**src/rtl/frame_rx_if.sv**
```systemverilog
// Serial command receiver bus: line input plus decoded outputs and frame status.
interface frame_rx_if #(
  parameter int DATA_W  = 4,
  parameter int INSTR_W = 4
);
  logic                      transmission;
  logic [DATA_W+INSTR_W-1:0] ledData;
  logic [DATA_W:0]           display;
  logic                      frameValid;
  logic                      frameError;
  logic                      busy;

  modport master (
    output transmission,
    input  ledData, display, frameValid, frameError, busy
  );

  modport slave (
    input  transmission,
    output ledData, display, frameValid, frameError, busy
  );
endinterface

```
**src/rtl/frame_rx.sv**
```systemverilog
// frame_rx: oversampled serial command receiver.
// Frame: start(0), data MSB-first, instruction MSB-first, [even parity], stop(1).
// Optional even-parity bit enabled by defining FRAME_RX_PARITY_EN.
//
// state | meaning
// IDLE  | line idle, waiting for a low start bit
// START | re-checking the start bit at mid-bit (glitch reject)
// SHIFT | sampling payload (and parity) bits at mid-bit
// STOP  | sampling the stop bit, checking parity
// EXEC  | latching the payload and executing the instruction
module frame_rx #(
  parameter int DATA_W       = 4,
  parameter int INSTR_W      = 4,
  parameter int CLKS_PER_BIT = 1
) (
  input  logic     clk2,
  input  logic     reset,
  frame_rx_if.slave bus
);

  localparam int PW = DATA_W + INSTR_W;
`ifdef FRAME_RX_PARITY_EN
  localparam int NBITS = PW + 1;
`else
  localparam int NBITS = PW;
`endif
  localparam int H   = CLKS_PER_BIT / 2;
  localparam int BCW = $clog2(NBITS + 1);

  localparam logic [7:0]         BIT_RELOAD  = 8'(CLKS_PER_BIT - 1);
  localparam logic [7:0]         HALF_RELOAD = 8'((H > 0) ? (H - 1) : 0);
  localparam logic [BCW-1:0]     LAST_IDX    = BCW'(NBITS - 1);
  localparam logic [DATA_W:0]    BLANK       = {1'b1, {DATA_W{1'b0}}};
  localparam logic [INSTR_W-1:0] OP_CLEAR    = INSTR_W'(1);
  localparam logic [INSTR_W-1:0] OP_ADD      = INSTR_W'(2);
  localparam logic [INSTR_W-1:0] OP_SHOW     = INSTR_W'(4);

  typedef enum logic [2:0] {IDLE, START, SHIFT, STOP, EXEC} state_t;

  state_t             state_q;
  logic [7:0]         cnt_q;
  logic [BCW-1:0]     bit_q;
  logic [NBITS-1:0]   sr_q;
  logic [PW-1:0]      led_q;
  logic [DATA_W:0]    disp_q;
  logic [DATA_W-1:0]  acc_q;
  logic               valid_q;
  logic               error_q;
  logic               busy_q;

  logic [PW-1:0]      payload;
  logic [DATA_W-1:0]  data_f;
  logic [INSTR_W-1:0] instr_f;
  logic [DATA_W-1:0]  acc_d;
  logic               parity_ok;
  logic               tick;
  logic               start_d;

  // Field extraction and helper terms for the sequencer.
  assign payload = sr_q[NBITS-1 -: PW];
  assign data_f  = payload[PW-1 -: DATA_W];
  assign instr_f = payload[INSTR_W-1:0];
  assign acc_d   = acc_q + data_f;
  assign tick    = (cnt_q == 8'd0);
  // EXEC also watches the line so a start bit right after the stop bit is not lost.
  assign start_d = ((state_q == IDLE) || (state_q == EXEC)) && !bus.transmission;
`ifdef FRAME_RX_PARITY_EN
  assign parity_ok = ~(^sr_q);
`else
  assign parity_ok = 1'b1;
`endif

  // Frame sequencer: bit timing, deserialisation, stop/parity check, instruction execute.
  always_ff @(posedge clk2) begin
    if (reset) begin
      state_q <= IDLE;
      cnt_q   <= 8'd0;
      bit_q   <= '0;
      sr_q    <= '0;
      led_q   <= '0;
      disp_q  <= BLANK;
      acc_q   <= '0;
      valid_q <= 1'b0;
      error_q <= 1'b0;
      busy_q  <= 1'b0;
    end else begin
      valid_q <= 1'b0;
      error_q <= 1'b0;
      case (state_q)
        IDLE: begin
        end
        START: begin
          if (tick) begin
            if (bus.transmission) begin
              state_q <= IDLE;
              busy_q  <= 1'b0;
            end else begin
              state_q <= SHIFT;
              cnt_q   <= BIT_RELOAD;
            end
          end else begin
            cnt_q <= cnt_q - 8'd1;
          end
        end
        SHIFT: begin
          if (tick) begin
            sr_q  <= {sr_q[NBITS-2:0], bus.transmission};
            cnt_q <= BIT_RELOAD;
            if (bit_q == '0) state_q <= STOP;
            else             bit_q   <= bit_q - BCW'(1);
          end else begin
            cnt_q <= cnt_q - 8'd1;
          end
        end
        STOP: begin
          if (tick) begin
            if (bus.transmission && parity_ok) begin
              state_q <= EXEC;
            end else begin
              error_q <= 1'b1;
              state_q <= IDLE;
              busy_q  <= 1'b0;
            end
          end else begin
            cnt_q <= cnt_q - 8'd1;
          end
        end
        EXEC: begin
          led_q   <= payload;
          valid_q <= 1'b1;
          state_q <= IDLE;
          busy_q  <= 1'b0;
          case (instr_f)
            OP_CLEAR: begin
              disp_q <= BLANK;
              acc_q  <= '0;
            end
            OP_SHOW: begin
              disp_q <= {1'b0, data_f};
              acc_q  <= data_f;
            end
            OP_ADD: begin
              disp_q <= {1'b0, acc_d};
              acc_q  <= acc_d;
            end
            default: begin
            end
          endcase
        end
        default: begin
          state_q <= IDLE;
          busy_q  <= 1'b0;
        end
      endcase

      if (start_d) begin
        busy_q <= 1'b1;
        bit_q  <= LAST_IDX;
        if (CLKS_PER_BIT == 1) begin
          state_q <= SHIFT;
          cnt_q   <= 8'd0;
        end else begin
          state_q <= START;
          cnt_q   <= HALF_RELOAD;
        end
      end
    end
  end

  assign bus.ledData    = led_q;
  assign bus.display    = disp_q;
  assign bus.frameValid = valid_q;
  assign bus.frameError = error_q;
  assign bus.busy       = busy_q;

endmodule

```
**src/flat_wrapper.sv**
```systemverilog
// flat-port wrapper written by rule: the top's interface ports become plain ports
module frame_rx_flat 
#(
  parameter int DATA_W       = 4,
  parameter int INSTR_W      = 4,
  parameter int CLKS_PER_BIT = 1
)
  (clk2, reset, bus_transmission, bus_ledData, bus_display, bus_frameValid, bus_frameError, bus_busy);
  frame_rx_if #(.DATA_W(DATA_W), .INSTR_W(INSTR_W)) bus_i ();
  input  logic clk2;
  input  logic reset;
  input wire logic [$bits(bus_i.transmission)-1:0] bus_transmission;
  output wire logic [$bits(bus_i.ledData)-1:0] bus_ledData;
  output wire logic [$bits(bus_i.display)-1:0] bus_display;
  output wire logic [$bits(bus_i.frameValid)-1:0] bus_frameValid;
  output wire logic [$bits(bus_i.frameError)-1:0] bus_frameError;
  output wire logic [$bits(bus_i.busy)-1:0] bus_busy;
  assign bus_i.transmission = bus_transmission;
  assign bus_ledData = bus_i.ledData;
  assign bus_display = bus_i.display;
  assign bus_frameValid = bus_i.frameValid;
  assign bus_frameError = bus_i.frameError;
  assign bus_busy = bus_i.busy;
  frame_rx #(.DATA_W(DATA_W), .INSTR_W(INSTR_W), .CLKS_PER_BIT(CLKS_PER_BIT)) u_core (.clk2(clk2), .reset(reset), .bus(bus_i));
endmodule
```
**config.mk**
```make
export PLATFORM = sky130hd
export DESIGN_NAME = frame_rx_flat
export DESIGN_NICKNAME = d
export VERILOG_FILES = /design/src/rtl/frame_rx_if.sv /design/src/rtl/frame_rx.sv /design/src/flat_wrapper.sv
export SDC_FILE = /design/constraint.sdc
export NUM_CORES = 1
export LEC_CHECK = 0
export CAP_MARGIN = 10
export CORE_MARGIN = 3
export CORE_UTILIZATION = 55
export CTS_CLUSTER_DIAMETER = 120
export DETAILED_ROUTE_END_ITERATION = 12
export PLACE_DENSITY = 0.84
export SLEW_MARGIN = 20
export SYNTH_ARGS = -nofsm -noshare
export SYNTH_HDL_FRONTEND = slang
export SYNTH_SLANG_ARGS = --single-unit
```
**constraint.sdc**
```tcl
create_clock -name clk2 -period 4.68 [get_ports clk2]
set_clock_uncertainty 0.05 [all_clocks]
set_input_delay 0.936 -clock clk2 [delete_from_list [all_inputs] [get_ports clk2]]
set_output_delay 0.936 -clock clk2 [all_outputs]
set_load 0.1 [all_outputs]
```
==> results of run 1 <==
-- flip-flops by register name, indices dropped and copies added, names as in the netlist --
name and flops:
u_core.acc_q 3, u_core.bit_q 4, u_core.bus.busy 1, u_core.bus.display 2, u_core.bus.frameError 1, u_core.bus.frameValid 1, u_core.bus.ledData 8, u_core.cnt_q 8
u_core.payload 8, u_core.state_q 3
-- cells in the mapped netlist (3+ instances only) --
cell	n	area, µm²
o211ai_1	10	75.07
dfxtp_1	39	780.8
xnor2_1	5	43.79
clkbuf_1	11	41.29
nor2b_1	5	31.28
mux2i_1	16	160.2
ha_1	6	75.07
a22o_1	3	26.28
nand2_1	25	93.84
nor3b_1	4	30.03
buf_2	4	20.02
nand3_1	3	15.01
nor2_1	17	63.81
nand4_1	4	25.02
nor3_1	5	25.02
a21oi_1	27	135.1
o21ai_0	7	35.03
inv_1	13	48.80
-- metrics by stage --
stage	cells	utilization, %
2_1_floorplan	238	-
3_3_place_gp	288	64.90
3_5_place_dp	288	64.90
4_1_cts	296	67.24
5_1_grt	296	67.24
6_report	296	67.24
-- final timing paths --
| path | startpoint | endpoint | cells past startpoint |
|---|---|---|---|
| worst max register to register | u_core.cnt_q[2] | u_core.cnt_q[0] | 4 |
| worst max-delay path | u_core.acc_q[1] | bus_display[1] | 1 |
| worst min register to register | u_core.bus.ledData[5] | u_core.bus.ledData[5] | 2 |
| worst min-delay path | u_core.bus.ledData[5] | u_core.bus.ledData[5] | 2 |
-- worst register-to-register path, delay by kind of cell (launching register included) --
family / cells / cell delay, ns
flip-flops: 1 / 0.37
AND/OR/NAND/NOR: 3 / 1.35
AO/OA/AOI/OAI: 1 / 0.38
-- cells by family after synthesis --
| group | share of synthesized area [%] |
|---|---|
| simple gates | 21.45 |
| fa+ha+maj | 4.592 |
| flops | 37.70 |
| buf+inv | 5.861 |
| mux | 8.278 |
| xor+xnor | 2.538 |
| compound gates | 19.58 |
-- layer usage --
metal | global-route usage [%] | up-vias | wire length [µm]
li1 | - | 869 | -
met1 | 29.87 | 844 | 1936
met2 | 28.83 | 44 | 1845
met3 | 3.993 | 5 | 276
met4 | 5.570 | 0 | 33
met5 | 0 | - | 0
-- where the power goes --
group | total, W | internal, W | switching (W)
Clock | 0.000216 | 0.000105 | 0.000111
Sequential | 0.000454 | 0.000382 | 0.0000713
Combinational | 0.000640 | 0.000263 | 0.000377
-- cell type report --
| type | instances | area, µm² | area share (%) |
|---|---|---|---|
| timing repair buffer | 20 | 195.2 | 8.369 |
| tap | 46 | 57.56 | 2.468 |
| multi-input combinational | 170 | 1169 | 50.11 |
| clock buffer | 7 | 76.32 | 3.273 |
| inverter | 13 | 48.80 | 2.092 |
| sequential | 39 | 780.7 | 33.48 |
| clock inverter | 1 | 5.005 | 0.2146 |
==> run_summary.xml, run 1 <==
<?xml version="1.0" encoding="UTF-8"?>
<metrics>
  <group name="job">
    <metric name="max_cap_viol_count" unit="">0</metric>
  </group>
  <group name="global_routing">
    <metric name="grt_first_pass_wirelength" unit="µm">7044</metric>
    <metric name="initial_antenna_violation_count" unit="">0</metric>
    <metric name="largest_net_degree_at_the_start_of_global_routing" unit="">30</metric>
    <metric name="grt_pass1_vias" unit="">1539</metric>
    <metric name="grt.overflow.total" unit="">0</metric>
    <metric name="global_route.usage.total" unit="%">19.95</metric>
  </group>
  <group name="timing">
    <metric name="slew_violations" unit="">0</metric>
    <metric name="holdWs" unit="ns">0.4049</metric>
    <metric name="fin_tns_setup" unit="ns">0</metric>
    <metric name="timing.max_slew.rel_slack" unit="%">34.80</metric>
    <metric name="worstMarginPinSlew" unit="ns">0.9750</metric>
    <metric name="final.period_utilization" unit="%">60.40</metric>
    <metric name="report.final.hold_viol_count" unit="">0</metric>
    <metric name="max_freq" unit="GHz">0.3538</metric>
    <metric name="fin_crit" unit="ns">2.827</metric>
    <metric name="final_critical_path_setup_slack" unit="ns">1.853</metric>
    <metric name="grt_setup_unrepaired" unit="">no</metric>
    <metric name="report.final.setup_viol" unit="">0</metric>
  </group>
  <group name="floorplan">
    <metric name="fp.dieW" unit="µm">67.36</metric>
    <metric name="design.die.area" unit="mm²">0.004537</metric>
    <metric name="top_level_ports" unit="">19</metric>
    <metric name="initial_core_util" unit="%">59.70</metric>
    <metric name="floorplan.rows" unit="">21</metric>
    <metric name="core_area" unit="mm²">0.003468</metric>
    <metric name="floorplan.die.height" unit="µm">67.36</metric>
  </group>
  <group name="placement">
    <metric name="place_ws" unit="ns">1.880</metric>
    <metric name="placed_area" unit="mm²">0.002251</metric>
    <metric name="globalplace.congestion" unit="">0.7947</metric>
    <metric name="numPortBuffers" unit="">18</metric>
    <metric name="place.detailed.hpwl" unit="µm">2866</metric>
  </group>
  <group name="synthesis">
    <metric name="synth_async_sr_flop_share" unit="%">0</metric>
    <metric name="yosys.cell_types.count" unit="">47</metric>
    <metric name="yosys_most_used_dff" unit="">dfxtp_1</metric>
    <metric name="number_of_storage_elements_in_the_synthesis_netlist" unit="">39</metric>
    <metric name="syn-num-nets" unit="">248</metric>
    <metric name="yosysWarningCount" unit="">0</metric>
    <metric name="average_cell_area_after_synthesis" unit="µm²">8.701</metric>
    <metric name="yosysSeqAreaShare" unit="%">37.70</metric>
    <metric name="synth_area" unit="mm²">0.002071</metric>
    <metric name="synth-edff-count" unit="">0</metric>
    <metric name="gate_count_of_the_mapped_netlist" unit="">238</metric>
  </group>
  <group name="worst_setup_path">
    <metric name="worstPathMaxFanout" unit="">4</metric>
    <metric name="critPathCaptureType" unit="">primary output</metric>
    <metric name="critical_path.slowest_cell" unit="">clkdlybuf4s50_1</metric>
    <metric name="cp.arrival" unit="ns">1.84</metric>
    <metric name="reg2reg_slack" unit="ns">2.42</metric>
    <metric name="critical_path_buf_inv_count" unit="">1</metric>
    <metric name="cells_along_the_critical_path" unit="">clkdlybuf4s50_1</metric>
    <metric name="worst_path_dominant_cell_family" unit="">buffers and inverters</metric>
    <metric name="max_stage_delay" unit="ns">1.16</metric>
    <metric name="worst-setup-path-type" unit="">reg -&gt; out</metric>
    <metric name="critPathLaunchType" unit="">flop</metric>
    <metric name="cp_data_required_time" unit="ns">3.69</metric>
  </group>
  <group name="clock_network">
    <metric name="worst_skew_pair_later_pin_latency" unit="ns">0.28</metric>
    <metric name="clkSlewWorstSetupHoldPaths" unit="ns">0.07</metric>
    <metric name="tritoncts" unit="">done</metric>
    <metric name="cts_resized" unit="">0</metric>
    <metric name="cts-root-to-sink-buffers" unit="">2</metric>
    <metric name="cts_hold_buf" unit="">0</metric>
    <metric name="clk_sinks" unit="">39</metric>
    <metric name="cts_htree_levels" unit="">2</metric>
    <metric name="number_of_buffers_created_by_cts" unit="">5</metric>
    <metric name="ctsRootBufferMaster" unit="">clkbuf_8</metric>
    <metric name="cts.repair_timing.setup_buffer_count" unit="">0</metric>
  </group>
  <group name="drt">
    <metric name="postRouteWirelength" unit="µm">4091</metric>
    <metric name="routedWlPerCell" unit="µm">13.82</metric>
    <metric name="route.detailed.vias_per_inst" unit="">5.953</metric>
    <metric name="post-route-drc-count" unit="">0</metric>
    <metric name="num_vias" unit="">1762</metric>
    <metric name="drt_pre_antenna_iters" unit="">4</metric>
    <metric name="route.antenna.remaining_nets" unit="">0</metric>
    <metric name="drt_first_iter_violations" unit="">110</metric>
  </group>
  <group name="min_path">
    <metric name="worstHoldPathType" unit="">reg -&gt; reg</metric>
  </group>
  <group name="run_status">
    <metric name="status" unit="">complete, no violations</metric>
  </group>
  <group name="layout">
    <metric name="num_antenna_cells" unit="">0</metric>
    <metric name="layout_common_cells" unit="">39 x dfxtp_1, 27 x a21oi_1, 25 x nand2_1</metric>
    <metric name="final_design_area_no_fill" unit="mm²">0.002332</metric>
    <metric name="synth_to_final_area_change" unit="%">12.63</metric>
    <metric name="n_fill_cell" unit="">291</metric>
    <metric name="net_total_in_the_final_layout" unit="">259</metric>
    <metric name="layout_commonest_cell" unit="">dfxtp_1</metric>
    <metric name="layout-drive-gt1-share" unit="%">6.800</metric>
  </group>
  <group name="power_and_ir_drop">
    <metric name="total_power" unit="W">0.001310</metric>
    <metric name="power_density_of_the_placed_cells" unit="mW/mm²">561.7</metric>
    <metric name="p_leak" unit="nW">0.8506</metric>
    <metric name="worst_ir_drop_vdd" unit="V">0.0003212</metric>
  </group>
</metrics>
Note: power is estimated with default switching activity, not from simulation.
==> run 2: changes to the inputs <==
Settings changed: CORE_UTILIZATION 55 to 51, PLACE_DENSITY 0.84 to 0.82.
Clock period 4.68 ns to 2.4 ns, I/O delays scaled along.
==> run_summary.xml, run 2 (synthesized netlist as in run 1, its figures left out) <==
<?xml version="1.0" encoding="UTF-8"?>
<metrics>
  <group name="layout">
    <metric name="num_antenna_cells" unit="">0</metric>
    <metric name="synth_to_final_area_change" unit="%">13.96</metric>
    <metric name="layout_commonest_cell" unit="">dfxtp_1</metric>
    <metric name="final_design_area_no_fill" unit="mm²">0.002360</metric>
    <metric name="net_total_in_the_final_layout" unit="">265</metric>
    <metric name="layout_common_cells" unit="">39 x dfxtp_1, 27 x a21oi_1, 25 x nand2_1</metric>
    <metric name="layout-drive-gt1-share" unit="%">16.02</metric>
  </group>
  <group name="drt">
    <metric name="route.antenna.remaining_nets" unit="">0</metric>
    <metric name="postRouteWirelength" unit="µm">4172</metric>
    <metric name="routedWlPerCell" unit="µm">13.72</metric>
    <metric name="route.detailed.vias_per_inst" unit="">5.523</metric>
    <metric name="post-route-drc-count" unit="">0</metric>
    <metric name="drt_first_iter_violations" unit="">88</metric>
    <metric name="num_vias" unit="">1679</metric>
    <metric name="drt_pre_antenna_iters" unit="">4</metric>
  </group>
  <group name="clock_network">
    <metric name="clk_sinks" unit="">39</metric>
    <metric name="cts.repair_timing.setup_buffer_count" unit="">0</metric>
    <metric name="cts_hold_buf" unit="">0</metric>
    <metric name="cts_resized" unit="">0</metric>
    <metric name="cts_htree_levels" unit="">2</metric>
    <metric name="ctsRootBufferMaster" unit="">clkbuf_8</metric>
    <metric name="number_of_buffers_created_by_cts" unit="">5</metric>
    <metric name="clkSlewWorstSetupHoldPaths" unit="ns">0.08</metric>
    <metric name="tritoncts" unit="">done</metric>
    <metric name="worst_skew_pair_later_pin_latency" unit="ns">0.29</metric>
    <metric name="cts-root-to-sink-buffers" unit="">2</metric>
  </group>
  <group name="min_path">
    <metric name="min_delay_worst_endpoint" unit="">u_core.bus.ledData[5]</metric>
    <metric name="number_of_cells_traversed_by_the_worst_hold_path" unit="">2</metric>
    <metric name="hold_start" unit="">u_core.bus.ledData[5]</metric>
    <metric name="worstHoldPathType" unit="">reg -&gt; reg</metric>
  </group>
  <group name="worst_setup_path">
    <metric name="worstPathMaxFanout" unit="">10</metric>
    <metric name="rr_startpoint" unit="">u_core.cnt_q[0]</metric>
    <metric name="worst_reg_to_reg_path_cell_count" unit="">6</metric>
    <metric name="cells_along_the_critical_path" unit="">inv_1, ha_1, nor3b_1, a211o_1, a2111oi_2, mux2i_1</metric>
    <metric name="reg2reg_slack" unit="ns">0.25</metric>
    <metric name="cp.arrival" unit="ns">2.33</metric>
    <metric name="critPathLaunchType" unit="">flop</metric>
    <metric name="crit_start" unit="">u_core.cnt_q[0]</metric>
    <metric name="critical_path.reg2reg.endpoint" unit="">u_core.cnt_q[3]</metric>
    <metric name="critical_path.slowest_cell" unit="">a211o_1</metric>
    <metric name="cp_data_required_time" unit="ns">2.58</metric>
    <metric name="worst-setup-path-type" unit="">reg -&gt; reg</metric>
    <metric name="critPathCaptureType" unit="">flop</metric>
    <metric name="max_stage_delay" unit="ns">0.45</metric>
  </group>
  <group name="power_and_ir_drop">
    <metric name="power_density_of_the_placed_cells" unit="mW/mm²">1142</metric>
    <metric name="worst_ir_drop_vdd" unit="V">0.0008243</metric>
    <metric name="p_leak" unit="nW">0.9130</metric>
  </group>
  <group name="timing">
    <metric name="report.final.setup_viol" unit="">0</metric>
    <metric name="grt_setup_unrepaired" unit="">no</metric>
    <metric name="max_freq" unit="GHz">0.4653</metric>
    <metric name="worstMarginPinSlew" unit="ns">0.8228</metric>
    <metric name="report.final.hold_viol_count" unit="">0</metric>
    <metric name="timing.max_slew.rel_slack" unit="%">44.95</metric>
    <metric name="fin_tns_setup" unit="ns">0</metric>
    <metric name="slew_violations" unit="">0</metric>
    <metric name="final.period_utilization" unit="%">89.55</metric>
    <metric name="fin_crit" unit="ns">2.149</metric>
  </group>
  <group name="placement">
    <metric name="globalplace.congestion" unit="">0.8219</metric>
    <metric name="numPortBuffers" unit="">18</metric>
    <metric name="placed_area" unit="mm²">0.002271</metric>
    <metric name="place.detailed.hpwl" unit="µm">2958</metric>
  </group>
  <group name="floorplan">
    <metric name="initial_core_util" unit="%">54.51</metric>
    <metric name="fp.dieW" unit="µm">69.72</metric>
    <metric name="design.die.area" unit="mm²">0.004861</metric>
    <metric name="core_area" unit="mm²">0.003799</metric>
    <metric name="floorplan.rows" unit="">22</metric>
    <metric name="floorplan.die.height" unit="µm">69.72</metric>
    <metric name="top_level_ports" unit="">19</metric>
  </group>
  <group name="global_routing">
    <metric name="grt.overflow.total" unit="">0</metric>
    <metric name="global_route.usage.total" unit="%">18.36</metric>
    <metric name="initial_antenna_violation_count" unit="">0</metric>
    <metric name="grt_pass1_vias" unit="">1582</metric>
    <metric name="grt_first_pass_wirelength" unit="µm">7424</metric>
    <metric name="largest_net_degree_at_the_start_of_global_routing" unit="">29</metric>
  </group>
  <group name="job">
    <metric name="max_cap_viol_count" unit="">0</metric>
  </group>
  <group name="run_status">
    <metric name="status" unit="">complete, no violations</metric>
  </group>
</metrics>
run 2: worst max-delay path by stage:
| stage | to | slack (ns) |
|---|---|---|
| 2_1_floorplan | u_core.acc_q[1] | 0.22 |
| 3_3_place_gp | u_core.cnt_q[0] | 0.08 |
| 3_5_place_dp | u_core.cnt_q[0] | 0.005 |
| 4_1_cts | u_core.cnt_q[3] | 0.25 |
| 5_1_grt | u_core.cnt_q[0] | 0.04 |
| 6_report | u_core.cnt_q[3] | 0.25 |
run 2: metal layers:
metal / vias up / global-route usage [%] / share of wire [%]
li1: 882 / - / -
met1: 764 / 26.30 / 52
met2: 28 / 27.54 / 43
met3: 5 / 5.072 / 4.5
met4: 0 / 4.043 / 0.96
met5: - / 0 / 0
run 2: cell type report:
cell class	count	area (µm²)
Tap cell	48	60.06
Clock buffer	5	68.82
Sequential cell	39	780.7
Multi-Input combinational cell	170	1169
Timing Repair Buffer	26	212.7
Fill cell	335	1439
Clock inverter	3	20.02
Inverter	13	48.80
run 2: stage by stage:
stage / worst slack (ns) / hold WS, ns / cells / power [W] / utilization [%]
2_1_floorplan: 0.2239 / 0.4067 / 238 / 0.001944 / -
3_3_place_gp: 0.08153 / 0.3938 / 296 / 0.002232 / 59.78
3_5_place_dp: 0.004843 / 0.3981 / 296 / 0.002254 / 59.78
4_1_cts: 0.2481 / 0.4092 / 304 / 0.002705 / 62.12
5_1_grt: 0.03844 / 0.4319 / 304 / 0.002895 / 62.12
6_report: 0.2509 / 0.4061 / 304 / 0.002695 / 62.12
run 2: report_power, final:
part | internal, W | total [W] | switching, W
logic | 0.000621 | 0.00136 | 0.000740
registers | 0.000745 | 0.000889 | 0.000144
clock network | 0.000202 | 0.000445 | 0.000242
run 2: critical path, delay by kind of cell, from the launching register on:
| family | cells | cell delay (ns) |
|---|---|---|
| AOI/OAI and AO/OA | 2 | 0.90 |
| DFF | 1 | 0.39 |
| adders and majority gates | 1 | 0.24 |
| muxes | 1 | 0.21 |
| and+or+nand+nor | 1 | 0.17 |
| buffers and inverters | 1 | 0.12 |
==> run 3: changes to the inputs <==
Settings changed: CORE_ASPECT_RATIO set to 1.25.
==> run_summary.xml, run 3 (synthesized netlist as in run 1, its figures left out) <==
<?xml version="1.0" encoding="UTF-8"?>
<metrics>
  <group name="run_status">
    <metric name="status" unit="">complete, no violations</metric>
  </group>
  <group name="layout">
    <metric name="synth_to_final_area_change" unit="%">16.62</metric>
    <metric name="final_design_area_no_fill" unit="mm²">0.002415</metric>
    <metric name="net_total_in_the_final_layout" unit="">265</metric>
    <metric name="layout_commonest_cell" unit="">dfxtp_1</metric>
    <metric name="multi_input_area" unit="mm²">0.001169</metric>
    <metric name="layout-drive-gt1-share" unit="%">16.02</metric>
    <metric name="layout_common_cells" unit="">39 x dfxtp_1, 27 x a21oi_1, 25 x nand2_1</metric>
    <metric name="n_fill_cell" unit="">336</metric>
    <metric name="seq_area" unit="µm²">780.7</metric>
    <metric name="postLayoutCoreUtil" unit="%">62.76</metric>
    <metric name="num_antenna_cells" unit="">0</metric>
  </group>
  <group name="clock_network">
    <metric name="ctsRootBufferMaster" unit="">clkbuf_8</metric>
    <metric name="worst_skew_pair_later_pin_latency" unit="ns">0.30</metric>
    <metric name="cts_htree_levels" unit="">2</metric>
    <metric name="tritoncts" unit="">done</metric>
    <metric name="cts_resized" unit="">0</metric>
    <metric name="clkSlewWorstSetupHoldPaths" unit="ns">0.08</metric>
    <metric name="cts_hold_buf" unit="">0</metric>
    <metric name="cts-root-to-sink-buffers" unit="">2</metric>
    <metric name="cts.repair_timing.setup_buffer_count" unit="">0</metric>
    <metric name="clk_sinks" unit="">39</metric>
    <metric name="number_of_buffers_created_by_cts" unit="">5</metric>
  </group>
  <group name="global_routing">
    <metric name="grt.overflow.total" unit="">0</metric>
    <metric name="grt_pass1_vias" unit="">1677</metric>
    <metric name="global_route.usage.total" unit="%">19.75</metric>
    <metric name="grt_first_pass_wirelength" unit="µm">7603</metric>
    <metric name="largest_net_degree_at_the_start_of_global_routing" unit="">29</metric>
    <metric name="initial_antenna_violation_count" unit="">0</metric>
  </group>
  <group name="timing">
    <metric name="worstMarginPinSlew" unit="ns">0.8358</metric>
    <metric name="report.final.hold_viol_count" unit="">0</metric>
    <metric name="final.period_utilization" unit="%">88.61</metric>
    <metric name="report.final.setup_viol" unit="">0</metric>
    <metric name="timing.max_slew.rel_slack" unit="%">44.07</metric>
    <metric name="slew_violations" unit="">0</metric>
    <metric name="grt_setup_unrepaired" unit="">no</metric>
    <metric name="max_freq" unit="GHz">0.4702</metric>
    <metric name="fin_tns_setup" unit="ns">0</metric>
    <metric name="fin_crit" unit="ns">2.127</metric>
  </group>
  <group name="min_path">
    <metric name="number_of_cells_traversed_by_the_worst_hold_path" unit="">2</metric>
    <metric name="worstHoldPathType" unit="">reg -&gt; reg</metric>
  </group>
  <group name="drt">
    <metric name="post-route-drc-count" unit="">0</metric>
    <metric name="drt_pre_antenna_iters" unit="">4</metric>
    <metric name="routedWlPerCell" unit="µm">14.14</metric>
    <metric name="postRouteWirelength" unit="µm">4383</metric>
    <metric name="route.antenna.remaining_nets" unit="">0</metric>
    <metric name="num_vias" unit="">1737</metric>
    <metric name="route.detailed.vias_per_inst" unit="">5.603</metric>
    <metric name="drt_first_iter_violations" unit="">97</metric>
  </group>
  <group name="worst_setup_path">
    <metric name="worst-setup-path-type" unit="">reg -&gt; reg</metric>
    <metric name="worstPathMaxFanout" unit="">10</metric>
    <metric name="critPathLaunchType" unit="">flop</metric>
    <metric name="cp_data_required_time" unit="ns">2.58</metric>
    <metric name="cp.arrival" unit="ns">2.31</metric>
    <metric name="critPathCaptureType" unit="">flop</metric>
    <metric name="worst_reg_to_reg_path_cell_count" unit="">6</metric>
  </group>
  <group name="floorplan">
    <metric name="initial_core_util" unit="%">53.82</metric>
    <metric name="fp.dieW" unit="µm">63.00</metric>
    <metric name="floorplan.rows" unit="">25</metric>
    <metric name="core_area" unit="mm²">0.003847</metric>
    <metric name="top_level_ports" unit="">19</metric>
    <metric name="floorplan.die.height" unit="µm">77.24</metric>
    <metric name="design.die.area" unit="mm²">0.004866</metric>
  </group>
  <group name="power_and_ir_drop">
    <metric name="power_density_of_the_placed_cells" unit="mW/mm²">1216</metric>
    <metric name="worst_ir_drop_vdd" unit="V">0.0005119</metric>
    <metric name="p_leak" unit="nW">0.9372</metric>
  </group>
  <group name="job">
    <metric name="max_cap_viol_count" unit="">0</metric>
  </group>
  <group name="placement">
    <metric name="placed_area" unit="mm²">0.002278</metric>
    <metric name="place.detailed.hpwl" unit="µm">3005</metric>
    <metric name="globalplace.congestion" unit="">0.8183</metric>
    <metric name="numPortBuffers" unit="">18</metric>
  </group>
</metrics>
[run 3: cell type report]
type / count / share of cell area, %
Tap cell: 54 / 2.798
Inverter: 13 / 2.021
Clock inverter: 3 / 2.798
Multi-Input combinational cell: 170 / 48.39
Timing Repair Buffer: 26 / 8.808
Clock buffer: 5 / 2.850
Sequential cell: 39 / 32.33
[run 3: metal layers]
metal / wire length, µm / GRT usage [%] / part of all wire [%] / vias up
met3: 143 / 4.978 / 3.3 / 9
met2: 2317 / 35.27 / 53 / 29
met5: 0 / 0 / 0 / -
li1: - / - / - / 874
met1: 1845 / 21.94 / 42 / 825
met4: 76 / 8.168 / 1.7 / 0
[run 3: worst paths after layout]
path / slack, ns / start / endpoint
worst max-delay path: 0.27 / u_core.cnt_q[0] / u_core.cnt_q[3]
worst min-delay path: 0.41 / u_core.bus.ledData[1] / u_core.bus.ledData[1]
worst max register to register: 0.27 / u_core.cnt_q[0] / u_core.cnt_q[3]
worst min register to register: 0.41 / u_core.bus.ledData[1] / u_core.bus.ledData[1]
[run 3: stage by stage]
stage | power [W] | setup slack [ns] | instances | hold slack [ns]
CTS | 0.002944 | 0.2791 | 310 | 0.4118
finish | 0.002936 | 0.2733 | 310 | 0.4088
floorplan | 0.001944 | 0.2239 | 238 | 0.4067
global route | 0.003130 | 0.08602 | 310 | 0.4384
global placement | 0.002237 | 0.08341 | 302 | 0.3982
detailed placement | 0.002268 | 0.03680 | 302 | 0.3987
[run 3: power breakdown]
group | total, W | internal (W) | switching (W)
Sequential | 0.000885 | 0.000745 | 0.000140
Combinational | 0.00139 | 0.000621 | 0.000769
Clock | 0.000660 | 0.000415 | 0.000245
Total | 0.00294 | 0.00178 | 0.00116
[run 3: critical path: stages, from the launching register on]
cell	delay [ns]
dfxtp_1	0.37
inv_1	0.11
ha_1	0.24
nor3b_1	0.18
a211o_1	0.46
a2111oi_2	0.44
mux2i_1	0.22
